### src/rtl/pcm_stream_reader_if.sv
// Byte-wide read port between the PCM reader and the DDRAM bridge.
interface pcm_stream_reader_if #(
  parameter int unsigned ADDR_W = 28
);
  logic [ADDR_W-1:0] mem_addr;
  logic              mem_rd;
  logic [7:0]        mem_data;
  logic              mem_ready;

  // Reader side issues addresses and read pulses.
  modport master (
    output mem_addr,
    output mem_rd,
    input  mem_data,
    input  mem_ready
  );

  // Bridge side returns data with a one-cycle ready pulse.
  modport slave (
    input  mem_addr,
    input  mem_rd,
    output mem_data,
    output mem_ready
  );
endinterface

### src/rtl/pcm_stream_reader.sv
// Streams little-endian signed 16-bit PCM from byte-wide DDRAM at a fixed
// sample rate, one prefetched sample ahead of the output.
module pcm_stream_reader #(
  parameter int unsigned CLK_HZ    = 24000000,
  parameter int unsigned SAMPLE_HZ = 22050,
  parameter int unsigned ADDR_W    = 28
) (
  input  logic                clk,
  input  logic                reset_n,
  input  logic                start,
  input  logic                stop,
  input  logic                pause,
  input  logic                loop,
  input  logic [ADDR_W-1:0]   base_addr,
  input  logic [ADDR_W-1:0]   length,
  pcm_stream_reader_if.master mem,
  output logic [15:0]         pcm,
  output logic                pcm_strobe,
  output logic                busy,
  output logic                done,
  output logic                underrun
);

  localparam int unsigned ACC_W = 32;
  localparam int unsigned SUM_W = ACC_W + 1;

  typedef enum logic [2:0] {
    IDLE     = 3'd0,
    FETCH_LO = 3'd1,
    WAIT_LO  = 3'd2,
    FETCH_HI = 3'd3,
    WAIT_HI  = 3'd4,
    FULL     = 3'd5,
    DRAIN    = 3'd6
  } state_e;

  state_e              state_q, state_d;
  logic [ACC_W-1:0]    acc_q, acc_d;
  logic [ADDR_W-1:0]   base_q, base_d;
  logic [ADDR_W-1:0]   rd_ptr_q, rd_ptr_d;
  logic [ADDR_W-1:0]   nsamp_q, nsamp_d;
  logic [ADDR_W-1:0]   remain_q, remain_d;
  logic [ADDR_W-1:0]   addr_q, addr_d;
  logic [7:0]          lo_q, lo_d;
  logic [15:0]         pend_q, pend_d;
  logic [15:0]         pcm_q, pcm_d;
  logic                rd_q, rd_d;
  logic                strobe_q, strobe_d;
  logic                busy_q, busy_d;
  logic                done_q, done_d;
  logic                under_q, under_d;
  logic                stale_q, stale_d;

  logic [SUM_W-1:0]    acc_sum_c;
  logic                run_c;
  logic                tick_c;
  logic                waiting_c;
  logic                fetching_c;

  // Phase accumulator step and sample tick.
  always_comb begin
    run_c      = (state_q != IDLE) && !pause;
    acc_sum_c  = SUM_W'(acc_q) + SUM_W'(SAMPLE_HZ);
    tick_c     = run_c && (acc_sum_c >= SUM_W'(CLK_HZ));
    waiting_c  = (state_q == WAIT_LO) || (state_q == WAIT_HI);
    fetching_c = (state_q == FETCH_LO) || (state_q == FETCH_HI) || waiting_c;
  end

  // Next-state and registered-output logic.
  always_comb begin
    state_d  = state_q;
    acc_d    = acc_q;
    base_d   = base_q;
    rd_ptr_d = rd_ptr_q;
    nsamp_d  = nsamp_q;
    remain_d = remain_q;
    addr_d   = addr_q;
    lo_d     = lo_q;
    pend_d   = pend_q;
    pcm_d    = pcm_q;
    rd_d     = 1'b0;
    strobe_d = 1'b0;
    done_d   = done_q;
    under_d  = under_q;
    stale_d  = stale_q;
    busy_d   = busy_q;

    if (run_c) begin
      acc_d = tick_c ? ACC_W'(acc_sum_c - SUM_W'(CLK_HZ)) : ACC_W'(acc_sum_c);
    end

    // A ready that belongs to an abandoned read is consumed here.
    if (stale_q && mem.mem_ready) begin
      stale_d = 1'b0;
    end

    // Tick while the next sample is still being fetched: starved.
    if (tick_c && fetching_c) begin
      under_d = 1'b1;
    end

    case (state_q)
      IDLE: begin
      end
      FETCH_LO: begin
        // Hold off while an abandoned read is still in flight.
        if (!pause && !stale_q) begin
          rd_d    = 1'b1;
          addr_d  = rd_ptr_q;
          state_d = WAIT_LO;
        end
      end
      WAIT_LO: begin
        if (mem.mem_ready) begin
          lo_d    = mem.mem_data;
          state_d = FETCH_HI;
        end
      end
      FETCH_HI: begin
        if (!pause) begin
          rd_d    = 1'b1;
          addr_d  = rd_ptr_q + ADDR_W'(1);
          state_d = WAIT_HI;
        end
      end
      WAIT_HI: begin
        if (mem.mem_ready) begin
          pend_d   = {mem.mem_data, lo_q};
          rd_ptr_d = rd_ptr_q + ADDR_W'(2);
          remain_d = remain_q - ADDR_W'(1);
          state_d  = FULL;
        end
      end
      FULL: begin
        if (tick_c) begin
          pcm_d    = pend_q;
          strobe_d = 1'b1;
          if (remain_q != '0) begin
            state_d = FETCH_LO;
          end else if (loop) begin
            rd_ptr_d = base_q;
            remain_d = nsamp_q;
            state_d  = FETCH_LO;
          end else begin
            state_d = DRAIN;
          end
        end
      end
      DRAIN: begin
        if (tick_c) begin
          pcm_d    = '0;
          strobe_d = 1'b1;
          done_d   = 1'b1;
          state_d  = IDLE;
        end
      end
      default: state_d = IDLE;
    endcase

    // Leaving with a read outstanding: remember to drop its ready.
    if ((start || stop) && waiting_c && !mem.mem_ready) begin
      stale_d = 1'b1;
    end

    // Start (re)latches the buffer; stop wins when both are asserted.
    if (start && !stop) begin
      base_d   = base_addr;
      rd_ptr_d = base_addr;
      nsamp_d  = length >> 1;
      remain_d = length >> 1;
      acc_d    = '0;
      rd_d     = 1'b0;
      strobe_d = 1'b0;
      under_d  = 1'b0;
      if (length < ADDR_W'(2)) begin
        done_d  = 1'b1;
        state_d = IDLE;
      end else begin
        done_d  = 1'b0;
        state_d = FETCH_LO;
      end
    end

    // Abort: silence output, keep sticky status.
    if (stop) begin
      state_d  = IDLE;
      acc_d    = '0;
      pcm_d    = '0;
      rd_d     = 1'b0;
      strobe_d = 1'b0;
      done_d   = done_q;
      under_d  = under_q;
    end

    busy_d = (state_d != IDLE);
  end

  // State and output registers.
  always_ff @(posedge clk or negedge reset_n) begin
    if (!reset_n) begin
      state_q  <= IDLE;
      acc_q    <= '0;
      base_q   <= '0;
      rd_ptr_q <= '0;
      nsamp_q  <= '0;
      remain_q <= '0;
      addr_q   <= '0;
      lo_q     <= '0;
      pend_q   <= '0;
      pcm_q    <= '0;
      rd_q     <= 1'b0;
      strobe_q <= 1'b0;
      busy_q   <= 1'b0;
      done_q   <= 1'b0;
      under_q  <= 1'b0;
      stale_q  <= 1'b0;
    end else begin
      state_q  <= state_d;
      acc_q    <= acc_d;
      base_q   <= base_d;
      rd_ptr_q <= rd_ptr_d;
      nsamp_q  <= nsamp_d;
      remain_q <= remain_d;
      addr_q   <= addr_d;
      lo_q     <= lo_d;
      pend_q   <= pend_d;
      pcm_q    <= pcm_d;
      rd_q     <= rd_d;
      strobe_q <= strobe_d;
      busy_q   <= busy_d;
      done_q   <= done_d;
      under_q  <= under_d;
      stale_q  <= stale_d;
    end
  end

  assign mem.mem_addr = addr_q;
  assign mem.mem_rd   = rd_q;
  assign pcm          = pcm_q;
  assign pcm_strobe   = strobe_q;
  assign busy         = busy_q;
  assign done         = done_q;
  assign underrun     = under_q;

endmodule

### src/flat_wrapper.sv
// flat-port wrapper written by rule: the top's interface ports become plain ports
module pcm_stream_reader_flat 
#(
  parameter int unsigned CLK_HZ    = 24000000,
  parameter int unsigned SAMPLE_HZ = 22050,
  parameter int unsigned ADDR_W    = 28
)
  (clk, reset_n, start, stop, pause, loop, base_addr, length, pcm, pcm_strobe, busy, done, underrun, mem_mem_addr, mem_mem_rd, mem_mem_data, mem_mem_ready);
  pcm_stream_reader_if #(.ADDR_W(ADDR_W)) mem_i ();
  input  logic clk;
  input  logic reset_n;
  input  logic start;
  input  logic stop;
  input  logic pause;
  input  logic loop;
  input  logic [ADDR_W-1:0] base_addr;
  input  logic [ADDR_W-1:0] length;
  output logic [15:0] pcm;
  output logic pcm_strobe;
  output logic busy;
  output logic done;
  output logic underrun;
  output wire logic [$bits(mem_i.mem_addr)-1:0] mem_mem_addr;
  output wire logic [$bits(mem_i.mem_rd)-1:0] mem_mem_rd;
  input wire logic [$bits(mem_i.mem_data)-1:0] mem_mem_data;
  input wire logic [$bits(mem_i.mem_ready)-1:0] mem_mem_ready;
  assign mem_mem_addr = mem_i.mem_addr;
  assign mem_mem_rd = mem_i.mem_rd;
  assign mem_i.mem_data = mem_mem_data;
  assign mem_i.mem_ready = mem_mem_ready;
  pcm_stream_reader #(.CLK_HZ(CLK_HZ), .SAMPLE_HZ(SAMPLE_HZ), .ADDR_W(ADDR_W)) u_core (.clk(clk), .reset_n(reset_n), .start(start), .stop(stop), .pause(pause), .loop(loop), .base_addr(base_addr), .length(length), .mem(mem_i), .pcm(pcm), .pcm_strobe(pcm_strobe), .busy(busy), .done(done), .underrun(underrun));
endmodule
### config.mk
export PLATFORM = sky130hd
export DESIGN_NAME = pcm_stream_reader_flat
export DESIGN_NICKNAME = d
export VERILOG_FILES = /design/src/rtl/pcm_stream_reader_if.sv /design/src/rtl/pcm_stream_reader.sv /design/src/flat_wrapper.sv
export SDC_FILE = /design/constraint.sdc
export NUM_CORES = 1
export LEC_CHECK = 0
export CORE_UTILIZATION = 45
export CTS_BUF_LIST = sky130_fd_sc_hd__clkbuf_16
export CTS_CLUSTER_DIAMETER = 30
export DETAILED_ROUTE_END_ITERATION = 8
export GPL_ROUTABILITY_DRIVEN = 0
export PLACE_DENSITY_LB_ADDON = 0.1
export SETUP_SLACK_MARGIN = 0.5
export SYNTH_ARGS = -nofsm -noshare
export SYNTH_HDL_FRONTEND = slang
export SYNTH_SLANG_ARGS = --single-unit
### constraint.sdc
create_clock -name clk -period 10 [get_ports clk]
set_input_delay 1 -clock clk [delete_from_list [all_inputs] [get_ports clk]]
set_output_delay 1 -clock clk [all_outputs]
set_load 0.02 [all_outputs]
==> flow_summary.ini <==
[worst_setup_path]
timing.rr.end = u_core.remain_q[6]
r2r-start = u_core.acc_q[1]
arrival_ps = 5570
worstSetupPathType = reg2reg
crit_start = u_core.acc_q[1]
path_max_fanout = 32
worstRegToRegCells = 11
cp-endpoint = u_core.remain_q[6]
worst_setup_path_end_kind = register
r2r_setup_slack_ps = 4870
start_kind = register
cp.required_ps = 10440

[layout]
syn_to_final_growth_pct = 24.79
final_cells = 1907
diodes = 0
nets = 1602
drive_above_1_share = 0.08940

[sta]
relSlewSlack = 0.2111
period_minus_slack_ps = 5134
drv_slew = 0
setup_ws_ps = 4866
worst_pin_slew_ps = 1183
rsz0062_at_grt = no
min_period_over_period = 0.5134
fin_setup_tns_ps = 0
finalSetupViolations = 0
hold-worst-slack_ps = 436.7
max_freq_mhz = 194.8
hold_viol = 0
fin_worst_skew_ps = 15.65

[clock_network]
numCtsBuffers = 52
clockBufferDepth = 3
cts_hold_buf = 0
clock_latency_ps = 540
tritoncts = done
postCtsSetupRepairBufs = 0
cts_resized = 0
cts_root_buf = clkbuf_16
htree_levels = 2
clkTransAtPathRegs_ps = 40
cts.sinks = 219

[flow_run]
drv_cap = 0

[synth]
synthFlopType = dfrtp_1
ys_types = 75
ys_top_cells_by_area = dfrtp_1, nand2_1, o21ai_0
synth-edff-count = 0
synth_top_cell_by_area = dfrtp_1
seq_area_frac_synth = 0.4471
avgSynthCellArea_um2 = 8.471
syn_area_mm2 = 0.01226
ys_seq_elements = 219
syn-num-nets = 1523
ys.warnings.count = 0
synth_async_sr_flop_share = 1.000
synthCells = 1447
synth_top_area_share = 0.4471

[detailed_routing]
dr.pass1.iters = 5
wl_per_cell_um = 17.39
drt_iter0_drc = 800
vias = 11010
drc = 0
drt_wl_total_mm = 33.16
routed_via_density = 5.774
ant_nets = 0

[place]
hpwlAfterDp_mm = 21.70
dp_slack_ps = 4904
port_buffers = 118
dp_cells = 1813

[die]
core.rowCount = 60
start_util = 0.4574
dieArea_mm2 = 0.02790
core-area_mm2 = 0.02680
die_y_um = 167.0
die_x_um = 167.0
io-pin-count = 120

[global_routing]
grt_pass1_vias = 10800
grt_overflow_total = 0
grt_max_degree = 86
antenna_found_initial = 0
track_usage = 0.2422
grt_first_pass_wirelength_mm = 55.09

[power]
pwr-share-comb = 0.140
ir_drop_mv = 0.1281
p_switching_w = 0.0008833
power_w = 0.003244
p_leak_nw = 6.377
powerDensity_mw_per_mm2 = 212.1
pwr-share-seq = 0.350
switching_share = 0.2723
p_int_w = 0.002361
clock_power_share = 0.510

[min_path]
hold_class = in2async

[run_status]
status = completed
flip-flops by register name, indices dropped and copies added, names as in the netlist, 16 cells and up:
signal               flops
u_core.remain_q         28
u_core.rd_ptr_q         28
u_core.mem.mem_addr     28
u_core.nsamp_q          27
u_core.acc_q            31
u_core.pend_q           16
u_core.pcm              16
u_core.base_q           28
synth_stat cells, drive strengths merged, types with 10 or more instances:
master  count
nor2      101
nand4      22
o211ai     25
inv        17
o22ai      13
nor3       36
a31oi      27
or4        10
nor4       21
o21ai      99
or3        28
clkbuf     81
mux2       24
a22o       24
a211oi     13
a21oi      68
buf        24
nand2     325
xnor2      34
xor2       29
o31ai      15
dfrtp     219
mux2i      12
and3       13
nand3      45
kinds of logic (layout without fill, tap and decap cells):
kind of cell / count (synthesis) / count (layout) / share of synthesized area
simple gates: 644 / 644 / 0.2386
compound gates: 358 / 358 / 0.1926
flops: 219 / 219 / 0.4471
buf+inv: 122 / 241 / 0.03971
xor+xnor: 63 / 63 / 0.04501
mux: 36 / 36 / 0.03185
fa+ha+maj: 5 / 5 / 0.005104
cell type report:
| class | count | area, um^2 |
|---|---|---|
| Clock buffer | 52 | 1301 |
| Clock inverter | 42 | 429.2 |
| Fill cell | 2441 | 11500 |
| Inverter | 17 | 63.81 |
| Multi-Input combinational cell | 1106 | 6320 |
| Sequential cell | 219 | 5480 |
| Tap cell | 341 | 426.7 |
| Timing Repair Buffer | 130 | 1276 |
worst max-delay path, cell delays in order (launching register included):
cell       delay [ps]
dfrtp_1           460
ha_1              310
a31oi_1           200
or4_1             770
a2111oi_0         580
xor2_1            230
nor4_2            330
o311a_1           370
a31o_2            420
o31a_1            980
o21ai_0           230
o21ai_0           130
metal layers:
| layer | global-route usage | up-vias | part of all wire |
|---|---|---|---|
| met5 | 0 | - | 0 |
| met3 | 0.03779 | 64 | 0.048 |
| met1 | 0.3197 | 5315 | 0.45 |
| li1 | - | 5346 | - |
| met2 | 0.4006 | 286 | 0.48 |
| met4 | 0.09138 | 0 | 0.026 |
how the worst min path moves through the flow:
| stage | slack, ps | to | depth (start not counted) | startpoint |
|---|---|---|---|---|
| after floorplan | 420 | u_core.base_q[0] | 2 | u_core.base_q[0] |
| after global placement | 440 | u_core.base_q[0] | 2 | u_core.base_q[0] |
| after detailed placement | 460 | u_core.nsamp_q[15] | 2 | u_core.nsamp_q[15] |
| after CTS | 470 | u_core.nsamp_q[8] | 2 | u_core.nsamp_q[8] |
| after global routing | 490 | u_core.base_q[10] | 2 | u_core.base_q[10] |
| final | 440 | u_core.lo_q[6] | 1 | reset_n |
layout by cell type, fill, tap and decap left out, drive strengths merged, types with 6 or more instances in the layout:
cell	synthesis	final
or3	28	28
inv	17	29
nand3	45	45
a211oi	13	13
o31ai	15	15
a21oi	68	68
mux2i	12	12
a22o	24	24
nand4	22	22
a31oi	27	27
mux2	24	24
o21a	8	8
dfrtp	219	219
and2	6	6
buf	24	13
nor3	36	36
clkinv	0	17
clkbuf	81	52
nor4	21	21
clkdlybuf4s50	0	117
and3	13	13
or4	10	10
nor2	101	101
nand2	325	325
o22ai	13	13
o21ai	99	99
xnor2	34	34
a21boi	6	6
a221oi	6	6
or2	9	9
o211ai	25	25
xor2	29	29
nand2b	6	6
bufinv	0	8
power by group through the flow:
stage	combinational, W	sequential (W)	clock, W
finish	0.000455	0.00114	0.00165
global route	0.000510	0.00115	0.00173
CTS	0.000461	0.00113	0.00168
detailed placement	0.000459	0.00114	0
global placement	0.000450	0.00114	0
floorplan	0.000263	0.00114	0
metrics by stage:
step | utilization | area, um^2
after CTS | 0.5708 | 15300
after global placement | 0.5062 | 13570
after detailed placement | 0.5062 | 13570
after floorplan | - | 12260
final | 0.5708 | 15300
after global routing | 0.5708 | 15300
Power figures use the tool's default switching activity.
